==> src/rtl/noc_flit_receiver.sv <==
// Receive endpoint for the 3x3 mesh NoC: reassembles head/body/tail flits addressed
// to this node into a buffered payload-word stream, dropping and counting bad traffic.
module noc_flit_receiver #(
    parameter int PL      = 32,
    parameter int NODE_ID = 0,
    parameter int DEPTH   = 8,
    parameter int SKID    = 2
) (
    input  logic          clk,
    input  logic          rst_n,
    input  logic [0:PL-1] flitIn,
    output logic          avail,
    output logic          out_valid,
    input  logic          out_ready,
    output logic [PL-3:0] out_data,
    output logic [3:0]    out_src,
    output logic          out_first,
    output logic          out_last,
    output logic [7:0]    drop_count,
    output logic          overflow
);

    localparam int AW = $clog2(DEPTH);
    localparam int EW = PL + 4;
    localparam logic [3:0] MY_ID = 4'(NODE_ID);
    localparam logic [AW:0] FULL = (AW+1)'(DEPTH);
    localparam logic [AW:0] SKID_W = (AW+1)'(SKID);

    typedef enum logic [1:0] {IDLE, RECV, DISCARD} state_t;

    state_t        state;
    logic [7:0]    rem;
    logic [3:0]    src_q;
    logic          first_q;

    logic [1:0]    ftype;
    logic          is_head, is_data, is_tail;
    logic [3:0]    h_src, h_dst;
    logic [7:0]    h_len;
    logic [PL-3:0] payload;

    logic [EW-1:0] mem [DEPTH];
    logic [AW-1:0] wr_ptr, rd_ptr;
    logic [AW:0]   count, next_count;
    logic          push, push_ok, pop, drop_inc, rec_last;
    logic [EW-1:0] push_word;

    assign ftype   = flitIn[0:1];
    assign is_head = (ftype == 2'b01);
    assign is_data = ftype[1];
    assign is_tail = (ftype == 2'b11);
    assign h_src   = flitIn[2:5];
    assign h_dst   = flitIn[6:9];
    assign h_len   = flitIn[10:17];
    assign payload = flitIn[2:PL-1];

    always_comb begin
        rec_last  = (rem == 8'd1) || is_tail;
        push      = (state == RECV) && is_data;
        push_word = {first_q, rec_last, src_q, payload};
        drop_inc  = 1'b0;
        case (state)
            IDLE:    drop_inc = is_data || (is_head && (h_dst != MY_ID || h_len == 8'd0));
            RECV:    drop_inc = is_head || (is_data && rec_last &&
                                ((is_tail && rem > 8'd1) || (!is_tail && rem == 8'd1)));
            DISCARD: drop_inc = is_head;
            default: drop_inc = 1'b0;
        endcase
    end

    always_ff @(posedge clk or negedge rst_n) begin
        if (!rst_n) begin
            state   <= IDLE;
            rem     <= '0;
            src_q   <= '0;
            first_q <= 1'b0;
        end else begin
            case (state)
                IDLE: if (is_head && h_len != 8'd0) begin
                    rem <= h_len;
                    if (h_dst == MY_ID) begin
                        src_q   <= h_src;
                        first_q <= 1'b1;
                        state   <= RECV;
                    end else begin
                        state <= DISCARD;
                    end
                end
                RECV: if (is_data) begin
                    first_q <= 1'b0;
                    rem     <= rem - 8'd1;
                    if (rec_last) state <= IDLE;
                end
                DISCARD: if (is_data) begin
                    rem <= rem - 8'd1;
                    if (rec_last) state <= IDLE;
                end
                default: state <= IDLE;
            endcase
        end
    end

    // A push into a full FIFO still succeeds when the head is popped in the same cycle.
    assign out_valid = (count != '0);
    assign pop       = out_valid && out_ready;
    assign push_ok   = push && ((count < FULL) || pop);
    assign {out_first, out_last, out_src, out_data} = out_valid ? mem[rd_ptr] : '0;

    always_comb begin
        next_count = count;
        if (push_ok && !pop)
            next_count = count + 1'b1;
        else if (!push_ok && pop)
            next_count = count - 1'b1;
    end

    always_ff @(posedge clk) begin
        if (push_ok) mem[wr_ptr] <= push_word;
    end

    always_ff @(posedge clk or negedge rst_n) begin
        if (!rst_n) begin
            wr_ptr     <= '0;
            rd_ptr     <= '0;
            count      <= '0;
            avail      <= 1'b0;
            overflow   <= 1'b0;
            drop_count <= '0;
        end else begin
            if (push_ok) wr_ptr <= wr_ptr + 1'b1;
            if (pop)     rd_ptr <= rd_ptr + 1'b1;
            count <= next_count;
            avail <= (FULL - next_count) > SKID_W;
            if (push && !push_ok) overflow <= 1'b1;
            if (drop_inc && drop_count != 8'hFF) drop_count <= drop_count + 8'd1;
        end
    end

endmodule

==> config.mk <==
export PLATFORM = sky130hd
export DESIGN_NAME = noc_flit_receiver
export DESIGN_NICKNAME = d
export VERILOG_FILES = /design/src/rtl/noc_flit_receiver.sv
export SDC_FILE = /design/constraint.sdc
export NUM_CORES = 1
export LEC_CHECK = 0
export ABC_AREA = 1
export CAP_MARGIN = 20
export CORE_MARGIN = 2
export CORE_UTILIZATION = 50
export CTS_BUF_LIST = sky130_fd_sc_hd__clkbuf_2 sky130_fd_sc_hd__clkbuf_4 sky130_fd_sc_hd__clkbuf_8
export DETAILED_ROUTE_END_ITERATION = 6
export GPL_TIMING_DRIVEN = 0
export PLACE_DENSITY = 0.72
export SYNTH_ARGS = -nofsm -noshare
export SYNTH_HDL_FRONTEND = slang
export SYNTH_SLANG_ARGS = --single-unit
==> constraint.sdc <==
create_clock -name clk -period 3.5 [get_ports clk]
set_input_delay 0.35 -clock clk [delete_from_list [all_inputs] [get_ports clk]]
set_output_delay 0.35 -clock clk [all_outputs]
set_load 0.005 [all_outputs]
Yosys cells after proc, flatten, opt, wreduce, memory -nomap -nowiden
Memory sizes are Yosys's and may differ from the RTL's.
Index checks and enable logic that the tools add are counted.
{ "word_totals": {"output_inout_bits": 47, "ram_bits": 288, "input_bits": 35, "reg_bits": 35, "memories": 1} }
{ "classes": {"eq_ne": 11, "reduce_logical": 35, "magnitude_cmp": 3, "n_mux": 18, "add_sub_neg": 7} }
{ "memory_table": {"columns": ["name", "depth", "width", "rd", "rd_ports_with_merged_regs", "write_ports", "line", "rtl"], "rows": [
  ["mem", 8, 36, 1, 0, 1, "42", "logic [EW-1:0] mem [DEPTH];"]
]} }
{ "ops": {"columns": ["op", "n"], "rows": [
  ["36-bit two-way mux", 1],
  ["8-bit two-way mux", 2],
  ["8-bit one-hot mux with 2 select lines", 1],
  ["1-bit logical AND", 13],
  ["3-bit AND reduction", 3],
  ["8-bit by 1-bit adder with 8-bit output, second input constant", 1],
  ["8-bit by 1-bit equality test with 1-bit output, second input constant", 1],
  ["8-bit by 1-bit greater-than comparator with 1-bit output, second input constant", 1],
  ["8-bit zero test", 1],
  ["2-bit two-way mux", 4],
  ["4-bit two-way mux", 2],
  ["8-bit inequality test, second input constant", 1],
  ["4-bit nonzero test", 2],
  ["8-bit nonzero test", 1],
  ["8-bit by 1-bit subtractor with 8-bit output, second input constant", 1],
  ["3-bit by 1-bit adder with 3-bit output, second input constant", 2],
  ["1-bit logical OR", 6],
  ["2-bit inequality test, second input constant", 3],
  ["1-bit two-way mux", 5],
  ["4-bit by 1-bit adder with 4-bit output, second input constant", 1],
  ["2-bit by 1-bit equality test with 1-bit output, second input constant", 2],
  ["2-bit equality test, second input constant", 2],
  ["4-bit by 2-bit greater-than comparator with 1-bit output, second input constant", 1],
  ["4-bit zero test", 1],
  ["12 further kinds", 16]
]} }

Logic depth before layout (Yosys ltp)
{ "logic_depth": {"depth_word": 10, "depth_mapped": 13, "mapped_depth_nobuf": 13} }

Least setup slack after synthesis
OpenSTA, ideal clock, no wires.
{ "synth_path": {"path_type": "reg2reg", "start": "register state[1]", "end": "memory mem[0][0] (netlist bit) (enable)", "path_stages_with_launch": 8, "slack_ns": 0.166, "required_time_ns": 3.071, "n_path_buf": 0, "period_less_slack_ns": 3.334, "arrival_ns": 2.904, "path_cell_list": "dfrtp_1 inv_1 ha_1 nand2_2 nor2_8 inv_1 or2_2 nor2_1"} }
{ "synth_via": {"elab_chain_cells": 5} }
{ "synth_lines": {"columns": ["item", "line", "rtl"], "rows": [
  ["start, declared", "31", "state_t state;"],
  ["start signal, assigned", "73", "state <= IDLE;"],
  ["start signal, assigned", "84", "state <= RECV;"],
  ["start signal, assigned", "86", "state <= DISCARD;"],
  ["2-bit by 1-bit equality test with 1-bit output", "59", "push = (state == RECV) && is_data;"],
  ["1-bit logical AND", "59", null],
  ["1-bit logical AND", "106", "assign push_ok = push && ((count < FULL) || pop);"],
  ["1-bit two-way mux", "118", "if (push_ok) mem[wr_ptr] <= push_word;"],
  ["1-bit two-way mux (not written as such)", "118", null],
  ["end, declared", "42", null]
]} }
No other way between the ends.

Worst setup path in the final report
{ "layout_path": {"start": "register count[0]", "end": "output port out_data[21]"} }
{ "layout_via": {"elab_chain_cells": 2} }
{ "layout_lines": {"columns": ["item", "line", "rtl"], "rows": [
  ["start, declared", "44", "logic [AW:0] count, next_count;"],
  ["start signal, assigned", "132", "count <= next_count;"],
  ["4-bit nonzero test", "104", "assign out_valid = (count != '0);"],
  ["36-bit two-way mux", "107", "assign {out_first, out_last, out_src, out_data} = out_valid ? mem[rd_ptr] : '0;"],
  ["end, declared", "15", "output logic [PL-3:0] out_data,"]
]} }
No other way between the ends.

==> results.py <==
metrics = {
    "synth": {
        "ys_warn_count": 0,
        "syn_area_um2": 13500,
        "ys_ff_latch": 323,
        "syn_avg_cell_area_um2": 12.1,
        "synth_cell_types": 36,
        "synth_seq_area_share_pct": 70.5,
        "yosys-top-cells-area": "edfxtp_1, nor2_1, dfrtp_1, o32ai_1, o21ai_0",
        "syn_inst": 1117,
        "synth.most_common_cell": "nor2_1",
        "yosysTopAreaCellShare_pct": 64.0,
        "synthTopCellsByCount": "nor2_1, edfxtp_1, o21ai_0",
        "synthArstFlopShare_pct": 10.8,
        "synth_edf_count": 288,
        "synth_top_area_cell": "edfxtp_1",
        "synthFlopType": "edfxtp_1",
        "syn_nets": 1164,
    },
    "floorplan": {
        "coreArea_um2": 26700,
        "rows": 60,
        "start_util_pct": 50.6,
        "pin_count": 82,
        "die_h_um": 168,
        "dieArea_um2": 28400,
        "die_w_um": 168,
    },
    "global_route": {
        "overflow": 0,
        "grt_pass1_vias": 9027,
        "grt_use_total_pct": 22.9,
        "grt_max_degree": 36,
        "antenna_found_initial": 0,
        "grt_pass1_wl_um": 49600,
    },
    "cts": {
        "cts_setup_buffers": 0,
        "cts-root-buf": "clkbuf_8",
        "cts_tree": "yes",
        "cts_sinks": 323,
        "clockBufferDepth": 3,
        "cts_buffers": 51,
        "clk_latency_ns": 0.58,
        "cts.clk_slew.worst_paths_ns": 0.06,
        "htreeDepth": 2,
    },
    "drt": {
        "vias": 9283,
        "wl_um": 32500,
        "drc": 0,
        "wl_per_cell_um": 19.8,
        "drt-initial-drc-count": 941,
        "first_pass_iters": 5,
        "ant_nets": 0,
        "vias_per_cell": 5.65,
    },
    "worst_setup_path": {
        "arrival_ns": 2.98,
        "endpoint_kind": "output pin",
        "start_kind": "flip-flop",
        "r2r-start": "state[1]$_DFFE_PN0P_",
        "reg2regPathDepth": 8,
        "crit_start": "count[0]$_DFF_PN0_",
        "reg2reg_to": "mem[4][8]$_DFFE_PP_",
        "r2r_slack_ns": 0.75,
        "cp_max_fo": 10,
        "critPathRequiredTime_ns": 3.15,
        "endpoint": "out_data[21]",
        "crit_type": "flip-flop to output pin",
    },
    "place": {
        "place_inst": 1547,
        "pre_cts_ws_ns": 0.529,
        "globalplace.congestion": 0.845,
        "dp_hpwl_um": 20300,
        "port_buffers": 81,
        "placed_area_um2": 15000,
    },
    "min_path": {
        "hp-class": "input pin to asynchronous set/reset pin",
    },
    "run": {
        "drv_cap": 0,
    },
    "sta": {
        "min_period_ns": 3.33,
        "fin_ws_ns": 0.168,
        "fin_crit_sh_pct": 95.2,
        "hold_violations": 0,
        "setup_viol": 0,
        "rsz0062_at_grt": "false",
        "final_max_slew_viol_count": 0,
        "finalSetupTns_ns": 0,
        "skew_ns": 0.0278,
        "fmax_mhz": 300,
        "worstMarginPinSlew_ns": 0.878,
        "slew_headroom_pct": 41.5,
    },
    "power": {
        "powerDensity_nw_per_um2": 825,
        "ir_drop_uv": 507,
        "p_leak_nw": 5.73,
        "finalPower_w": 0.0133,
    },
    "cells_and_area": {
        "drive_above_1_share_pct": 13.7,
        "design_area_um2": 16200,
        "final_cells": 1644,
        "fin_nets": 1307,
        "diodes": 0,
        "syn2layout_area_growth_pct": 19.6,
    },
    "outcome": {
        "status": "finished, final reports clean",
    },
}
-- what timing repair did --
item	in CTS	in global routing
hold buffers	1	0
endpoints found under the hold margin	35	0
pin swaps	0	0
setup endpoints to repair	1	8
resized for setup	1	2
-- where the power goes --
| group | internal [W] | switching, W |
|---|---|---|
| logic | 0.00207 | 0.00304 |
| clock network | 0.00212 | 0.00148 |
| registers | 0.00444 | 0.000192 |
-- through the flow --
| step | hold WS, ns | utilization (%) |
|---|---|---|
| 2_1_floorplan | 0.0544 | - |
| 3_3_place_gp | 0.451 | 55.2 |
| 3_5_place_dp | 0.463 | 56.1 |
| 4_1_cts | 0.442 | 60.5 |
| 5_1_grt | 0.495 | 60.5 |
| 6_report | 0.427 | 60.5 |
-- kinds of logic (layout without fill, tap and decap cells) --
| family | count (synthesis) | in the layout | synth area share [%] |
|---|---|---|---|
| XOR/XNOR | 10 | 10 | 0.648 |
| adder cells (fa/ha/maj) | 12 | 12 | 1.11 |
| AND/OR/NAND/NOR | 457 | 457 | 13.9 |
| flip-flops | 323 | 323 | 70.5 |
| AO/OA/AOI/OAI | 212 | 212 | 10.2 |
| buffers and inverters | 103 | 289 | 3.59 |
-- placed cells by master (no fill, tap or decap), types with 6 or more instances in the layout --
cell type,instances
nor2_1,302
edfxtp_1,288
o21ai_0,101
nand2_1,83
clkdlybuf4s50_1,80
o32ai_1,72
clkbuf_8,54
inv_1,36
dfrtp_1,35
nand3_1,29
clkbuf_1,27
o21ai_1,21
buf_2,18
clkbuf_4,15
ha_1,12
o21ai_2,11
nor2_4,10
nand2_2,9
clkinv_1,9
clkinv_2,9
buf_6,7
xor2_1,7
bufinv_16,7
buf_4,6
-- flip-flops by register name, indices dropped and copies added, names as in the netlist --
signal      count
mem           288
drop_count      8
rem             8
count           4
src_q           4
rd_ptr          3
wr_ptr          3
state           2
avail           1
first_q         1
overflow        1
-- critical path: stages, from the launching register on --
cell and delay, ns:
dfrtp_1 0.39, inv_1 0.09, ha_1 0.23, nand3_2 0.12, buf_2 0.32, clkbuf_2 0.32
o21ai_0 0.15, nor2_1 0.24, clkdlybuf4s50_1 0.55
-- metal layers --
layer	part of all wire, %	vias up	global-route usage, %	wire length, µm
li1	-	4301	-	-
met1	41	4496	30.2	13200
met3	8.1	63	4.11	2620
met5	0	-	0	0
met2	49	423	39.0	15900
met4	2.2	0	7.50	720
-- worst min path at each step --
stage | cells past startpoint | startpoint | to
final | 2 | rst_n | src_q[0]$_DFFE_PN0P_
after global routing | 2 | rst_n | count[3]$_DFF_PN0_
after CTS | 2 | rst_n | count[3]$_DFF_PN0_
after detailed placement | 1 | overflow$_DFFE_PN0P_ | overflow$_DFFE_PN0P_
after global placement | 1 | overflow$_DFFE_PN0P_ | overflow$_DFFE_PN0P_
after floorplan | 0 | rst_n | avail$_DFF_PN0_
-- cell type report --
class                      instances  area, µm²
clock inverter                    27        310
tap                              341        427
sequential                       323       9520
clock buffer                      69        856
multi-input combinational        691       3560
inverter                          41        156
buffer                            62        332
fill                            2064      10600
timing repair buffer              90        998
(Power assumes the default switching activity.)
